### config.mk
export PLATFORM = sky130hd
export DESIGN_NAME = prog_loader_flat
export DESIGN_NICKNAME = d
export VERILOG_FILES = /design/src/rtl/prog_loader_if.sv /design/src/rtl/prog_loader.sv /design/src/flat_wrapper.sv
export SDC_FILE = /design/constraint.sdc
export NUM_CORES = 1
export LEC_CHECK = 0
export BUFFER_PORTS_ARGS = -buffer_cell sky130_fd_sc_hd__buf_2
export CAP_MARGIN = 40
export CORE_ASPECT_RATIO = 0.8
export CORE_MARGIN = 2
export CORE_UTILIZATION = 38
export DETAILED_ROUTE_END_ITERATION = 16
export PLACE_DENSITY = 0.69
export SYNTH_ARGS = -nofsm -noshare
export SYNTH_HDL_FRONTEND = slang
export SYNTH_SLANG_ARGS = --single-unit
### constraint.sdc
create_clock -name clk -period 3.1 [get_ports clk]
set_input_delay 0.62 -clock clk [delete_from_list [all_inputs] [get_ports clk]]
set_output_delay 0.62 -clock clk [all_outputs]
set_load 0.01 [all_outputs]
### src/rtl/prog_loader_if.sv
// Load-stream and instruction-memory write bus shared by prog_loader and its neighbours.
//   load_valid/load_data/load_last : word stream from the image source
//   load_ready                     : loader accepts the presented word
//   imem_we/imem_addr/imem_wdata   : zero-latency write port into instruction memory
// The slave modport is the loader's view; the master modport is the source/memory side.
interface prog_loader_if #(
    parameter int unsigned DATA_W = 32,
    parameter int unsigned ADDR_W = 8
);
    logic              load_valid;
    logic [DATA_W-1:0] load_data;
    logic              load_last;
    logic              load_ready;
    logic              imem_we;
    logic [ADDR_W-1:0] imem_addr;
    logic [DATA_W-1:0] imem_wdata;

    modport master (
        output load_valid, load_data, load_last,
        input  load_ready, imem_we, imem_addr, imem_wdata
    );

    modport slave (
        input  load_valid, load_data, load_last,
        output load_ready, imem_we, imem_addr, imem_wdata
    );
endinterface

### src/rtl/prog_loader.sv
// Program loader: streams an instruction image into memory, then releases the core for a
// programmed number of clocks (or free-runs) before holding it again.
//   clk, reset        : single clock, synchronous active-high reset
//   start_i, abort_i  : single-cycle sequence control; abort wins over start
//   run_cycles_i      : run length sampled on start (0 = free-run until abort)
//   bus_io            : load stream in, imem write port out (prog_loader_if.slave)
//   cpu_hold_o        : core hold, low only while running
//   busy_o, done_o    : LOAD/RUN in progress, sequence finished
//   overflow_err_o    : sticky, image longer than DEPTH words
//   words_loaded_o    : words accepted in the current or last load
module prog_loader #(
    parameter int unsigned DATA_W = 32,
    parameter int unsigned DEPTH  = 256,
    parameter int unsigned ADDR_W = $clog2(DEPTH),
    parameter int unsigned CNT_W  = 16
) (
    input  logic              clk,
    input  logic              reset,
    input  logic              start_i,
    input  logic              abort_i,
    input  logic [CNT_W-1:0]  run_cycles_i,
    prog_loader_if.slave      bus_io,
    output logic              cpu_hold_o,
    output logic              busy_o,
    output logic              done_o,
    output logic              overflow_err_o,
    output logic [ADDR_W:0]   words_loaded_o
);

    typedef enum logic [1:0] {StIdle, StLoad, StRun, StDone} state_e;

    localparam logic [ADDR_W-1:0] LastAddr = ADDR_W'(DEPTH - 1);
    localparam logic [ADDR_W-1:0] AddrOne  = ADDR_W'(1);
    localparam logic [ADDR_W:0]   WlOne    = (ADDR_W + 1)'(1);
    localparam logic [CNT_W-1:0]  CntOne   = CNT_W'(1);

    state_e             state_q;
    logic               ready_q;
    logic               hold_q;
    logic               busy_q;
    logic               done_q;
    logic               ovf_q;
    logic [ADDR_W-1:0]  wptr_q;
    logic [ADDR_W:0]    wl_q;
    logic [CNT_W-1:0]   cnt_q;
    logic [CNT_W-1:0]   rc_q;
    logic               accept;

    assign accept            = bus_io.load_valid & ready_q;
    assign bus_io.load_ready = ready_q;
    assign bus_io.imem_we    = accept;
    assign bus_io.imem_addr  = wptr_q;
    assign bus_io.imem_wdata = bus_io.load_data;

    assign cpu_hold_o     = hold_q;
    assign busy_o         = busy_q;
    assign done_o         = done_q;
    assign overflow_err_o = ovf_q;
    assign words_loaded_o = wl_q;

    // Outputs are registered alongside the state so they change exactly on state entry.
    always_ff @(posedge clk) begin
        if (reset) begin
            state_q <= StIdle;
            ready_q <= 1'b0;
            hold_q  <= 1'b1;
            busy_q  <= 1'b0;
            done_q  <= 1'b0;
            ovf_q   <= 1'b0;
            wptr_q  <= '0;
            wl_q    <= '0;
            cnt_q   <= '0;
            rc_q    <= '0;
        end else begin
            // An accepted word always counts, even if abort lands in the same cycle.
            if (accept) begin
                wptr_q <= wptr_q + AddrOne;
                wl_q   <= wl_q + WlOne;
            end
            if (accept && !bus_io.load_last && wptr_q == LastAddr) begin
                ovf_q <= 1'b1;
            end

            unique case (state_q)
                StIdle, StDone: begin
                    if (start_i && !abort_i) begin
                        state_q <= StLoad;
                        ready_q <= 1'b1;
                        busy_q  <= 1'b1;
                        done_q  <= 1'b0;
                        hold_q  <= 1'b1;
                        wptr_q  <= '0;
                        wl_q    <= '0;
                        ovf_q   <= 1'b0;
                        rc_q    <= run_cycles_i;
                    end else if (abort_i && state_q == StDone) begin
                        state_q <= StIdle;
                        done_q  <= 1'b0;
                        hold_q  <= 1'b1;
                    end
                end

                StLoad: begin
                    if (abort_i) begin
                        state_q <= StIdle;
                        ready_q <= 1'b0;
                        busy_q  <= 1'b0;
                        hold_q  <= 1'b1;
                    end else if (accept) begin
                        if (bus_io.load_last) begin
                            state_q <= StRun;
                            ready_q <= 1'b0;
                            hold_q  <= 1'b0;
                            cnt_q   <= '0;
                        end else if (wptr_q == LastAddr) begin
                            // Memory full and image not finished: never release the core.
                            state_q <= StDone;
                            ready_q <= 1'b0;
                            busy_q  <= 1'b0;
                            done_q  <= 1'b1;
                        end
                    end
                end

                StRun: begin
                    if (abort_i) begin
                        state_q <= StIdle;
                        busy_q  <= 1'b0;
                        hold_q  <= 1'b1;
                    end else if (rc_q != '0 && cnt_q == rc_q - CntOne) begin
                        state_q <= StDone;
                        busy_q  <= 1'b0;
                        hold_q  <= 1'b1;
                        done_q  <= 1'b1;
                    end else if (cnt_q != '1) begin
                        cnt_q <= cnt_q + CntOne;
                    end
                end
            endcase
        end
    end

endmodule

### src/flat_wrapper.sv
// flat-port wrapper written by rule: the top's interface ports become plain ports
module prog_loader_flat 
#(
    parameter int unsigned DATA_W = 32,
    parameter int unsigned DEPTH  = 256,
    parameter int unsigned ADDR_W = $clog2(DEPTH),
    parameter int unsigned CNT_W  = 16
)
  (clk, reset, start_i, abort_i, run_cycles_i, cpu_hold_o, busy_o, done_o, overflow_err_o, words_loaded_o, bus_io_load_valid, bus_io_load_data, bus_io_load_last, bus_io_load_ready, bus_io_imem_we, bus_io_imem_addr, bus_io_imem_wdata);
  prog_loader_if #(.DATA_W(DATA_W), .ADDR_W(ADDR_W)) bus_io_i ();
  input  logic clk;
  input  logic reset;
  input  logic start_i;
  input  logic abort_i;
  input  logic [CNT_W-1:0] run_cycles_i;
  output logic cpu_hold_o;
  output logic busy_o;
  output logic done_o;
  output logic overflow_err_o;
  output logic [ADDR_W:0] words_loaded_o;
  input wire logic [$bits(bus_io_i.load_valid)-1:0] bus_io_load_valid;
  input wire logic [$bits(bus_io_i.load_data)-1:0] bus_io_load_data;
  input wire logic [$bits(bus_io_i.load_last)-1:0] bus_io_load_last;
  output wire logic [$bits(bus_io_i.load_ready)-1:0] bus_io_load_ready;
  output wire logic [$bits(bus_io_i.imem_we)-1:0] bus_io_imem_we;
  output wire logic [$bits(bus_io_i.imem_addr)-1:0] bus_io_imem_addr;
  output wire logic [$bits(bus_io_i.imem_wdata)-1:0] bus_io_imem_wdata;
  assign bus_io_i.load_valid = bus_io_load_valid;
  assign bus_io_i.load_data = bus_io_load_data;
  assign bus_io_i.load_last = bus_io_load_last;
  assign bus_io_load_ready = bus_io_i.load_ready;
  assign bus_io_imem_we = bus_io_i.imem_we;
  assign bus_io_imem_addr = bus_io_i.imem_addr;
  assign bus_io_imem_wdata = bus_io_i.imem_wdata;
  prog_loader #(.DATA_W(DATA_W), .DEPTH(DEPTH), .ADDR_W(ADDR_W), .CNT_W(CNT_W)) u_core (.clk(clk), .reset(reset), .start_i(start_i), .abort_i(abort_i), .run_cycles_i(run_cycles_i), .bus_io(bus_io_i), .cpu_hold_o(cpu_hold_o), .busy_o(busy_o), .done_o(done_o), .overflow_err_o(overflow_err_o), .words_loaded_o(words_loaded_o));
endmodule
======== Yosys cells after proc, flatten, opt, wreduce, memory -nomap -nowiden ========
Index checks and enable logic that the tools add are counted.
word-level totals
  output and inout bits ................... 55
  memory bits (writable) .................. 0
  latch bits .............................. 0
  word-level logic and storage cells ...... 110
  memory bits (read-only) ................. 0
  input bits .............................. 54
  flip-flop bits (word level) ............. 56
  memories ................................ 0
operators by class
  muxes and demuxes ....................... 53
  order comparisons ....................... 0
  equality and inequality tests ........... 23
  $mul .................................... 0
  reductions and logical operators ........ 19
  bitwise gates (word level) .............. 1
  shift operators ......................... 0
  add/sub/neg operators ................... 4
  div/mod/pow operators ................... 0
operator list
  operator                                                                  number
  16-bit two-way mux                                                        6
  16-bit one-hot mux with 2 select lines                                    1
  1-bit two-way mux                                                         27
  9-bit two-way mux                                                         3
  8-bit two-way mux                                                         3
  16-bit by 1-bit adder with 16-bit output (second input constant)          1
  16-bit equality test                                                      1
  2-bit two-way mux                                                         8
  16-bit inequality test (second input constant)                            1
  16-bit nonzero test                                                       1
  16-bit by 1-bit subtractor with 16-bit output (second input constant)     1
  7-bit AND reduction                                                       2
  4-bit AND reduction                                                       3
  2-bit by 1-bit inequality test with 1-bit output (second input constant)  5
  2-bit inequality test (second input constant)                             5
  9-bit by 1-bit adder with 9-bit output (second input constant)            1
  3-bit by 2-bit inequality test with 1-bit output (second input constant)  3
  1-bit one-hot mux with 3 select lines                                     3
  8-bit by 1-bit adder with 8-bit output (second input constant)            1
  8-bit equality test (second input constant)                               1
  3-bit inequality test (second input constant)                             2
  2-bit one-hot mux with 3 select lines                                     1
  1-bit logical AND                                                         5
  5-bit AND reduction                                                       1
  11 further kinds                                                          14

======== Depth between registers and ports, before layout ========
  word-level depth ........................ 6
  gate-level depth with buffers ........... 10
  depth with buffers taken out ............ 9

======== Least setup slack after synthesis ========
OpenSTA, ideal clock, no wires.
  path kind ............................... reg2reg
  from .................................... register u_core.rc_q[4]
  to ...................................... register u_core.cnt_q[0]
  data required time ...................... 3030 ps
  period minus slack after synthesis ...... 2625 ps
  path slack .............................. 475 ps
  buffers on the path ..................... 3
  setup time .............................. 70 ps
  arrival ................................. 2555 ps
  cell stages (with the launch flop) ...... 11
  cell sequence ........................... dfxtp_1 > buf_6 > or4_1 > buf_2 > or4_1 > a32oi_1 > o21ai_1 > and4_4 > buf_6 > or3_1 > a21oi_1
between the ends
  word-level cells in the longest chain between the ends .. 5
  elaborated cells between the ends (all ways) .. 6
  classes of those cells .................. add/sub: 1; eq/ne: 2; reduce/logical: 3
RTL lines
  what                                           line                RTL
  from (decl)                                    prog_loader.sv:46   logic [CNT_W-1:0] rc_q;
  from (signal assigned)                         prog_loader.sv:95   rc_q <= run_cycles_i;
  16-bit by 1-bit subtractor with 16-bit output  prog_loader.sv:130  end else if (rc_q != '0 && cnt_q == rc_q - CntOne) begin
  16-bit equality test                           prog_loader.sv:130
  1-bit logical AND (*)                          prog_loader.sv:130
  2-bit inequality test (no line) (*)            --
  7-bit AND reduction (no line) (*)              --
  to (signal assigned)                           prog_loader.sv:136  cnt_q <= cnt_q + CntOne;
  to (decl)                                      prog_loader.sv:45   logic [CNT_W-1:0] cnt_q;
Mark *: on every way between the ends. The rest lies on a longest branch, timed or not.
A chain may end at the register's enable or synchronous reset.

======== Worst setup path in the final report ========
  from .................................... register u_core.rc_q[0]
  to ...................................... register u_core.cnt_q[11]
The elaborated chain is that of the path after synthesis.

==> out/metrics.yaml <==
yosys:
  synthesis.area_um2: 3560
  synth_ff_type: "dfxtp_1"
  syn_avg_cell_area_um2: 7.75
  ys_seq_elements: 56
  async_flop_share: 0
  ys_warn_count: 0
  ys_seq_area_frac: 0.315
  synth_nets: 522
  synth_cell_types: 57
  synth_edf_count: 0
  syn_inst: 460
worst_setup_path:
  r2r-start: "u_core.rc_q[0]"
  start_kind: "flip-flop"
  worstSetupPathType: "reg -> reg"
  end_kind: "flip-flop"
  critPathArrivalTime_ns: 3.19
  cpMaxStageDelayCell: "or3b_2"
  critPathLaunch: "u_core.rc_q[0]"
  path_delay_family: "simple AND/OR/NAND/NOR gates"
  worst-path-buf-inv: 1
  slowest_delay_ns: 0.52
  crit_required_ns: 3.31
  worstPathCellList: "inv_1, ha_1, or3b_2, nor3_1, mux2_2, o21ai_2, and4_4, o311ai_0, a211oi_1"
  crit_fanout: 13
sta:
  worst_pin_slew_ns: 0.724
  min_period_ns: 2.97
  whs_ns: 0.461
  finalSetupViolations: 0
  rsz0062_at_grt: "no"
  fin_worst_skew_ns: 0.00534
  min_period_over_period: 0.959
  hold_viol: 0
  max_slew_margin: 0.512
  drv_slew: 0
  fmax_mhz: 336
route:
  ant_nets: 0
  met3_length_um: 724
  vias: 3335
  firstDrtPassIters: 5
  met2_length_um: 4040
  top_layer: "met4"
  drcViolationCount: 0
  via_per_inst: 5.70
  drtIter0Drc: 263
  wl_met1_um: 4100
  routed_wirelength_um: 9040
  routedWlPerCell_um: 15.5
cts:
  cts_tree: "built"
  clkSinkCount: 56
  root_buffer: "clkbuf_16"
  htreeDepth: 2
  cts.path.max_buffers: 2
  insertion_delay_ns: 0.29
  clkSlewWorstSetupHoldPaths_ns: 0.07
  cts_buffers: 5
  cts.hold.buffers_added: 0
finish:
  diodes: 0
  mostFrequentLayoutCells: "nand2_1, dfxtp_1, buf_2, a21oi_1, nor2_1"
  final_nets: 532
  mostFrequentLayoutCell: "nand2_1"
  drive_gt1_frac: 0.172
  synthToLayoutAreaGrowth_pct: 10.0
placed_design:
  gp_congestion: 0.865
  hpwl_um: 6340
  io_buffer_count: 44
floorplan:
  ios: 109
  die-area_um2: 10200
  coreArea_um2: 9080
  row_count: 31
  dieHeight_um: 90.6
  start_util: 0.393
  die_x_um: 112
global_routing:
  grt_pass1_vias: 3065
  globalRouteOverflowTotal: 0
  antenna_found_initial: 0
  grt_pass1_wl_um: 14500
  grtUsageTotal: 0.169
  grt_max_degree: 33
min_path:
  hold_path_class: "reg -> reg"
  min-delay-start: "u_core.busy_o"
power_and_ir_drop:
  vdd_ir_drop_max_uv: 232
  leakagePower_nw: 1.63
  total_power_mw: 1.72
  p_per_area_nw_per_um2: 438
job:
  cap_violations: 0
run_status:
  status: "finished clean"
metal layers:
metal,global-route usage,vias to the layer above
met5,0,-
met4,0.0559,0
met3,0.0349,31
met2,0.266,125
met1,0.232,1558
li1,-,1621
sequential cells by signal (all words and copies together) (netlist names):
name / cells
u_core.cnt_q: 16
u_core.rc_q: 16
u_core.words_loaded_o: 9
u_core.bus_io.imem_addr: 8
u_core.state_q: 2
u_core.bus_io.load_ready: 1
u_core.busy_o: 1
u_core.cpu_hold_o: 1
u_core.done_o: 1
u_core.overflow_err_o: 1
logic make-up after synthesis:
| group | Yosys count | synth area share |
|---|---|---|
| and+or+nand+nor | 200 | 0.282 |
| AOI/OAI and AO/OA | 84 | 0.157 |
| buffers and inverters | 72 | 0.116 |
| DFF | 56 | 0.315 |
| xor gates and xnor gates | 29 | 0.0713 |
| muxes | 11 | 0.0316 |
| adders and majority gates | 8 | 0.0281 |
metrics by stage:
step / TNS (ns) / setup slack (ns) / std cells / cell area (um^2) / utilization
3_5_place_dp: -0.0133 / -0.0133 / 575 / 3670 / 0.405
6_report: 0 / 0.126 / 585 / 3920 / 0.432
3_3_place_gp: 0 / 0.175 / 575 / 3670 / 0.405
4_1_cts: 0 / 0.0621 / 582 / 3870 / 0.426
2_1_floorplan: 0 / 0.475 / 460 / 3560 / -
5_1_grt: 0 / 0.00403 / 585 / 3920 / 0.432
final timing paths:
path                                    endpoint  slack (ns)  cells after the start
worst min-delay path               u_core.busy_o        0.46                      2
worst max register to register  u_core.cnt_q[11]        0.13                      9
worst min register to register     u_core.busy_o        0.46                      2
worst max-delay path            u_core.cnt_q[11]        0.13                      9
power by group:
group / switching [mW] / leakage (nW) / internal [mW]
clock: 0.262 / 0.0899 / 0.459
sequential: 0.0210 / 0.454 / 0.735
combinational: 0.142 / 1.09 / 0.0990
area by class of cell:
| type | count | area, um^2 |
|---|---|---|
| Clock buffer | 5 | 125 |
| Clock inverter | 2 | 60.1 |
| Fill cell | 931 | 5160 |
| Inverter | 15 | 56.3 |
| Multi-Input combinational cell | 333 | 2080 |
| Sequential cell | 56 | 1120 |
| Tap cell | 115 | 144 |
| Timing Repair Buffer | 59 | 333 |
tightest hold or removal path: cells and delay by family, from the launching register on:
family,cells,cell delay [ns]
flip-flops,1,0.31
buffers and inverters,1,0.05
AO/OA/AOI/OAI,1,0.05
synth_stat cells, types with 3 or more instances:
cell,number,area (um^2)
nand2_1,67,251
dfxtp_1,56,1120
a21oi_1,36,180
buf_4,33,248
nor2_1,32,120
nand3_1,25,125
xor2_1,21,184
clkbuf_1,17,63.8
inv_1,14,52.6
and3_1,13,81.3
or3_1,12,75.1
nand4_1,11,68.8
mux2i_1,9,90.1
ha_1,8,100
nor3_1,8,40.0
xnor2_1,8,70.1
a211oi_1,7,52.6
o21ai_0,7,35.0
nor4_1,5,31.3
or4_1,5,37.5
a31oi_1,4,25.0
and4_1,4,35.0
o2111ai_1,4,35.0
o211ai_1,4,30.0
buf_1,3,11.3
nand2b_1,3,18.8
nand3b_1,3,22.5
what timing repair did:
action / 4_1_cts / 5_1_grt
pin swaps: 0 / 1
cloned: 0 / 1
buffers inserted: 0 / 2
endpoints found under the setup margin: 2 / 5
resized for setup: 1 / 3
Power figures use the tool's default switching activity.
